## config.mk

```make
export PLATFORM = sky130hd
export DESIGN_NAME = cpu_alu_sequencer
export DESIGN_NICKNAME = d
export VERILOG_FILES = /design/src/rtl/cpu_alu_sequencer.sv
export SDC_FILE = /design/constraint.sdc
export NUM_CORES = 1
export LEC_CHECK = 0
export CORE_MARGIN = 4
export CORE_UTILIZATION = 41
export DETAILED_ROUTE_END_ITERATION = 10
export MAX_ROUTING_LAYER = met4
export PLACE_DENSITY_LB_ADDON = 0.05
export RECOVER_POWER = 100
export SYNTH_ARGS = -nofsm -noshare
export SYNTH_HDL_FRONTEND = slang
export SYNTH_SLANG_ARGS = --single-unit
```

## constraint.sdc

```tcl
create_clock -name clk -period 1.7 [get_ports clk]
set_input_delay 0.17 -clock clk [delete_from_list [all_inputs] [get_ports clk]]
set_output_delay 0.17 -clock clk [all_outputs]
set_load 0.05 [all_outputs]
```

## src/rtl/cpu_alu_sequencer.sv

```systemverilog
// cpu_alu_sequencer: multi-cycle 6502 ALU controller owning N/Z/C/V; define CPU_ALU_SEQ_DUMMY_WRITE_EN for the NMOS RMW dummy write
module cpu_alu_sequencer #(
  parameter int ADDR_W = 16,
  parameter int DATA_W = 8
) (
  input  logic              clk,
  input  logic              rst_n,
  input  logic              req_valid,
  output logic              req_ready,
  input  logic [3:0]        req_op,
  input  logic [1:0]        req_mode,
  input  logic [DATA_W-1:0] req_a,
  input  logic [DATA_W-1:0] req_imm,
  input  logic [ADDR_W-1:0] req_addr,
  output logic [ADDR_W-1:0] mem_addr,
  output logic              mem_rd,
  output logic              mem_wr,
  output logic [DATA_W-1:0] mem_wdata,
  input  logic [DATA_W-1:0] mem_rdata,
  output logic [DATA_W-1:0] alu_a,
  output logic [DATA_W-1:0] alu_b,
  output logic [3:0]        alu_op,
  output logic              alu_cin,
  input  logic [DATA_W-1:0] alu_result,
  input  logic              alu_c,
  input  logic              alu_v,
  input  logic              alu_n,
  input  logic              alu_z,
  input  logic              flag_wr,
  input  logic [3:0]        flag_wdata,
  output logic              flag_n,
  output logic              flag_z,
  output logic              flag_c,
  output logic              flag_v,
  output logic              done_valid,
  output logic [DATA_W-1:0] done_data,
  output logic              done_wb_acc,
  output logic              done_err
);
  typedef enum logic [2:0] {IDLE, READ, EXEC, DUMMY, WRITE, DONE} state_t;
  state_t            r_state;
  logic [3:0]        r_op;
  logic [1:0]        r_mode;
  logic [DATA_W-1:0] r_a;
  logic [DATA_W-1:0] r_imm;
  logic              w_exec;
  logic              w_rmw;
  logic              w_err;
  logic              w_upd_c;
  assign w_exec  = r_state == EXEC;
  assign w_rmw   = r_mode == 2'd2;
  assign w_err   = req_mode == 2'd3 || (req_mode == 2'd2 && !(req_op >= 4'd5 && req_op <= 4'hA));
  assign w_upd_c = r_op < 4'd2 || (r_op >= 4'd5 && r_op <= 4'd8) || r_op == 4'hD;
  assign alu_a   = w_exec ? (w_rmw ? mem_rdata : r_a) : '0;
  assign alu_b   = w_exec && !w_rmw ? (r_mode == 2'd0 ? r_imm : mem_rdata) : '0;
  assign alu_op  = w_exec ? r_op : 4'd0;
  assign alu_cin = flag_c;
  always_ff @(posedge clk or negedge rst_n) begin
    if (!rst_n) begin
      r_state     <= IDLE;
      r_op        <= '0;
      r_mode      <= '0;
      r_a         <= '0;
      r_imm       <= '0;
      req_ready   <= 1'b1;
      mem_addr    <= '0;
      mem_rd      <= 1'b0;
      mem_wr      <= 1'b0;
      mem_wdata   <= '0;
      {flag_n, flag_z, flag_c, flag_v} <= 4'b0100;
      done_valid  <= 1'b0;
      done_data   <= '0;
      done_wb_acc <= 1'b0;
      done_err    <= 1'b0;
    end else begin
      case (r_state)
        IDLE: begin
          if (flag_wr) {flag_n, flag_z, flag_c, flag_v} <= flag_wdata;
          if (req_valid) begin
            r_op        <= req_op;
            r_mode      <= req_mode;
            r_a         <= req_a;
            r_imm       <= req_imm;
            req_ready   <= 1'b0;
            done_err    <= w_err;
            done_wb_acc <= !w_err && !req_mode[1] && req_op != 4'hD;
            if (w_err) begin
              done_valid <= 1'b1;
              r_state    <= DONE;
            end else if (req_mode == 2'd0) begin
              r_state <= EXEC;
            end else begin
              mem_rd   <= 1'b1;
              mem_addr <= req_addr;
              r_state  <= READ;
            end
          end
        end
        READ: begin
          mem_rd  <= 1'b0;
          r_state <= EXEC;
        end
        EXEC: begin
          done_data <= alu_result;
          flag_n    <= alu_n;
          flag_z    <= alu_z;
          if (w_upd_c) flag_c <= alu_c;
          if (r_op < 4'd2) flag_v <= alu_v;
          if (w_rmw) begin
            mem_wr <= 1'b1;
`ifdef CPU_ALU_SEQ_DUMMY_WRITE_EN
            mem_wdata <= mem_rdata;
            r_state   <= DUMMY;
`else
            mem_wdata <= alu_result;
            r_state   <= WRITE;
`endif
          end else begin
            done_valid <= 1'b1;
            r_state    <= DONE;
          end
        end
        DUMMY: begin
          mem_wdata <= done_data;
          r_state   <= WRITE;
        end
        WRITE: begin
          mem_wr     <= 1'b0;
          done_valid <= 1'b1;
          r_state    <= DONE;
        end
        DONE: begin
          done_valid <= 1'b0;
          req_ready  <= 1'b1;
          r_state    <= IDLE;
        end
        default: r_state <= IDLE;
      endcase
    end
  end
endmodule

```

Yosys cells after proc, flatten, opt, wreduce, memory -nomap -nowiden
Cells that the tools add are included.
{"block": "op_classes", "magnitude_cmp": 5, "eq_ne": 19, "mux": 34, "bitwise_logic": 2, "reduce_logical": 32}
{"cell": "$mux W8", "n": 5}
{"cell": "$pmux W8 S2", "n": 1}
{"cell": "$mux W1", "n": 15}
{"cell": "$pmux W3 S5", "n": 1}
{"cell": "$pmux W1 S2", "n": 7}
{"cell": "$ne A2 B2 Y1 const B", "n": 6}
{"cell": "$reduce_and A4 Y1", "n": 3}
{"cell": "$reduce_and A2 Y1", "n": 5}
{"cell": "$reduce_bool A2 Y1", "n": 5}
{"cell": "$ge A4 B3 Y1 const B", "n": 2}
{"cell": "$le A4 B4 Y1 const B", "n": 2}
{"cell": "$eq A2 B2 Y1 const B", "n": 3}
{"cell": "$eq A3 B2 Y1 const B", "n": 2}
{"cell": "$eq A3 B3 Y1 const B", "n": 2}
{"cell": "$logic_and A1 B1 Y1", "n": 6}
{"cell": "$mux W3", "n": 2}
{"cell": "$ne A2 B1 Y1 const B", "n": 3}
{"cell": "$reduce_and A3 Y1", "n": 2}
{"cell": "$eq A4 B4 Y1 const B", "n": 1}
{"cell": "$logic_not A1 Y1", "n": 4}
{"cell": "$logic_not A2 Y1", "n": 2}
{"cell": "$lt A4 B2 Y1 const B", "n": 1}
{"cell": "$mux W4", "n": 1}
{"cell": "$ne A4 B4 Y1 const B", "n": 1}
{"cell": "7 further kinds", "n": 10}
{"block": "totals", "regBits": 67, "input_bits": 66, "out_inout_bits": 63}

Depth between registers and ports, before layout
{"block": "logic_depth", "ltp_word": 8, "mapped_depth": 7}

Least setup slack after synthesis
No wires, ideal clock.
{"block": "synth_path", "path_type": "flip-flop to output port", "start": "register r_state[0]", "end": "output alu_b[0]", "t_arrival_ps": 1934, "t_required_ps": 1530, "setup_slack_ps": -404, "stages_incl_launch_ff": 5, "path_cell_list": "dfrtp_1 buf_2 nor3b_4 nand2_1 a21oi_1"}
{"block": "synth_via", "elab_chain_cells": 3}
{"element": "from (decl)", "line_no": "41", "text": "state_t r_state;"}
{"element": "from (signal assigned)", "line_no": "60", "text": "r_state <= IDLE;"}
{"element": "from (signal assigned)", "line_no": "89", "text": "r_state <= DONE;"}
{"element": "from (signal assigned)", "line_no": "91", "text": "r_state <= EXEC;"}
{"element": "$eq A3 B2 Y1", "line_no": "50", "text": "assign w_exec = r_state == EXEC;"}
{"element": "$logic_and A1 B1 Y1", "line_no": "55", "text": "assign alu_b = w_exec && !w_rmw ? (r_mode == 2'd0 ? r_imm : mem_rdata) : '0;"}
{"element": "$mux W8", "line_no": "55"}
{"element": "to (decl)", "line_no": "21", "text": "output logic [DATA_W-1:0] alu_b,"}
Every way passes these cells.

Final worst setup path
{"block": "layout_path", "start": "register r_state[0]", "end": "output alu_a[1]"}
{"block": "layout_via", "elab_chain_cells": 2}
{"element": "$eq A3 B2 Y1", "line_no": "50"}
{"element": "$mux W8", "line_no": "54", "text": "assign alu_a = w_exec ? (w_rmw ? mem_rdata : r_a) : '0;"}
{"element": "to (decl)", "line_no": "20", "text": "output logic [DATA_W-1:0] alu_a,"}
Every way passes these cells.

==> summary.md <==
| Metric | Value |
|---|---|
| Status | `complete, but fails checks` |
| Failing checks | `negative setup slack` |
| Port buffer count | `128` |
| Die Area | `10,500 µm²` |
| Final hold violation count | `0` |
| Final setup TNS | `-5894 ps` |
| Die width | `102.5 µm` |
| Initial antenna violation count | `0` |
| Initial drt markers | `151` |
| Crit path capture type | `output port` |
| Tmin final | `slightly below 2000 ps` |
| Core ar. | `8721 µm²` |
| Post-synth top area share | `44.44%` |
| Seq. cell area | `1679 µm²` |
| GRT Util Overall | `around 22%` |
| DRC viols | `0` |
| Ys async rst share | `100.0%` |
| Setup violators final | `74` |
| R2R setup slack | `-130 ps` |
| Skew-Pair Late Insertion Delay | `around 330 ps` |
| Initial Util | `between 40% and 50%` |
| Prevailing post-synth register cell | `dfrtp_1` |
| Htree depth | `3` |
| Chip Height | `102.5 µm` |
| Fin worst setup slack | `-226.9 ps` |
| Yosys top cell by area | `dfrtp_1` |
| RR Endpoint | `flag_v` |
| Post-route ant nets | `0` |
| Final Non-Filler Cells | `735` |
| Nets | `688` |
| Clock buffer depth | `2` |
| Reg clk slew, reported paths | `80 ps` |
| Vias in the first global route | `3,771` |
| Vias per inst | `5.358` |
| Cts bufs inserted | `9` |
| Mapped Area | `between 3000 and 4000 µm²` |
| WP data required | `1530 ps` |
| Maximum clock rate | `around 520 MHz` |
| Netlist cell types | `39` |
| Clock Sink Count | `67` |
| Most common cell in the synthesized netlist | `nand2_1` |
| P&R area growth vs syn | `55.35%` |
| Worst Skew | `between 8 and 9 ps` |
| Vias after detailed routing | `3,938` |
| I/O pins | `129` |
| Fill cells | `784` |
| # placed instances | `704` |
| Max Cap Viol | `0` |
| Synthesis warning total | `0` |
| Final GP Congestion | `0.8353` |
| VDD IR max | `roughly 0.83 mV` |
| Critical R2R Launch | `r_state[0]` |
| Hold endpoint | `r_a[3]` |
| Post-synth EDFFs | `0` |
| Post-DP HPWL | `7.938 mm` |
| Total gr overflow | `0` |
| Hold crit path type | `in2reg` |
| TritonCTS clock tree | `yes` |
| Worst-Margin Slew | `just under 800 ps` |
| Share of cells above drive strength 1 | `19.30%` |
| Synth cell count leaders | `nand2_1, dfrtp_1, nand3_1` |
| CP Class | `reg2out` |
| Crit path arrival time | `1760 ps` |
| # rows | `34` |
| N_diodes | `0` |
| Pre-CTS WS | `-127.5 ps` |
| Hold_sp | `req_a[3]` |
| Reg2Reg Depth | `7` |
| WL final | `11.40 mm` |
| Final Power | `9.878 mW` |
| Routed WL per cell | `15.50 µm` |
| Global-route wire length before repair | `around 18 mm` |
| Rel. slew slack | `a little under half` |
| Worst-path maximum fanout | `8` |
| Sequential-to-total area share from yosys stat | `45.88%` |
| Worst setup SP type | `flop` |
| Main area contributors after synthesis | `dfrtp_1, nand2_1, nand3_1, o211ai_1, and3_1` |
| Post-Syn Instances | `approximately 460` |
| DR pass1 iterations | `5` |
| Area of the multi-input gates | `1959 µm²` |
| Final-report max-slew violation count | `0` |
| Final Cycle Share | `113.3%` |
| Leakage | `2.499 nW` |
| Synthesis-stage register bit count | `67` |
| Final Util | `65.19%` |
| Largest net degree at the start of global routing | `38` |
| RSZ-0062 raised after global routing | `yes` |
| Syn avg cell area | `7.973 µm²` |
| Clock root buffer | `clkbuf_8` |
| Hold depth | `3` |
| Cell Pwr Density | `1737 nW/µm²` |
| Synth Net Count | `around 530` |
## cell usage in the layout, fill, tap and decap left out, types with 5 or more instances in the layout
cell type | Yosys | layout
nand2_1 | 160 | 159
clkdlybuf4s50_1 | 0 | 68
dfrtp_1 | 65 | 65
nand3_1 | 48 | 47
clkbuf_1 | 17 | 38
buf_4 | 2 | 38
buf_12 | 0 | 22
and3_1 | 17 | 17
or3_1 | 16 | 16
o211ai_1 | 16 | 16
o21ai_0 | 16 | 15
nor2_1 | 14 | 14
clkbuf_8 | 0 | 11
a31oi_1 | 9 | 9
a22o_2 | 0 | 8
a21oi_4 | 0 | 8
buf_6 | 1 | 8
a21oi_1 | 15 | 7
dlygate4sd2_1 | 0 | 5
## per-layer routing
metal	vias up	global-route usage (%)	wire length, µm
li1	1916	-	-
met3	15	2.935	706
met5	-	-	0
met2	135	36.20	5683
met1	1872	28.29	4838
met4	0	6.458	166
## final cells by class
| class | instances | area share (%) |
|---|---|---|
| Multi-Input combinational cell | 358 | 34.46 |
| Timing Repair Buffer | 184 | 30.33 |
| Sequential cell | 67 | 29.53 |
| Clock inverter | 4 | 0.4401 |
| Clock buffer | 12 | 2.729 |
| Tap cell | 108 | 2.377 |
| Inverter | 2 | 0.1320 |
## worst max-delay path: stages (launching register included)
cell,delay (ps)
dfrtp_1,400
or3b_4,470
nor2_4,120
buf_6,140
a22o_2,180
buf_12,130
## sequential cells by signal, indices dropped and copies added (netlist names)
| register | flops |
|---|---|
| mem_wr | 1 |
| flag_n | 1 |
| done_wb_acc | 1 |
| done_data | 8 |
| req_ready | 1 |
| r_op | 4 |
| alu_cin | 1 |
| mem_rd | 1 |
| mem_addr | 16 |
| mem_wdata | 8 |
| r_state | 3 |
| r_a | 8 |
| r_imm | 8 |
| flag_z | 1 |
| r_mode | 2 |
| done_err | 1 |
| flag_v | 1 |
| done_valid | 1 |
## how the worst max path moves through the flow
stage / slack [ps] / depth (start not counted) / start / endpoint
6_report: -230 / 5 / r_state[0] / alu_a[1]
3_3_place_gp: -100 / 6 / req_valid / mem_addr[3]
2_1_floorplan: 2 / 4 / r_state[0] / alu_op[1]
4_1_cts: -230 / 4 / r_state[0] / alu_a[4]
3_5_place_dp: -130 / 6 / req_valid / mem_addr[5]
5_1_grt: -280 / 5 / r_state[2] / alu_a[5]
## report_power, final
group / internal (mW) / total (mW) / switching (mW)
clock network: 0.605 / 1.22 / 0.619
registers: 2.34 / 2.87 / 0.540
logic: 1.99 / 5.78 / 3.79
total: 4.93 / 9.88 / 4.95
## kinds of logic after synthesis
group / after synthesis / share of synthesized area, %
flops: 67 / 45.88
simple gates: 278 / 35.21
buf+inv: 36 / 4.581
compound gates: 73 / 13.03
xor+xnor: 2 / 0.4787
mux: 3 / 0.8205
## timing repair
action,CTS,global route
pin swaps,3,5
cloned,2,4
setup endpoints to repair,40,72
hold buffers,1,0
hold endpoints to repair,29,0
buffers inserted,7,4
gates resized for setup,20,17
## metrics by stage
| stage | hold WS (ps) | area (µm²) |
|---|---|---|
| global route | 364.4 | 5685 |
| detailed placement | 134.6 | 5527 |
| CTS | 311.0 | 5816 |
| floorplan | -125.6 | 3772 |
| global placement | 135.5 | 5527 |
| finish | 355.5 | 5685 |
Power figures use the tool's default switching activity.
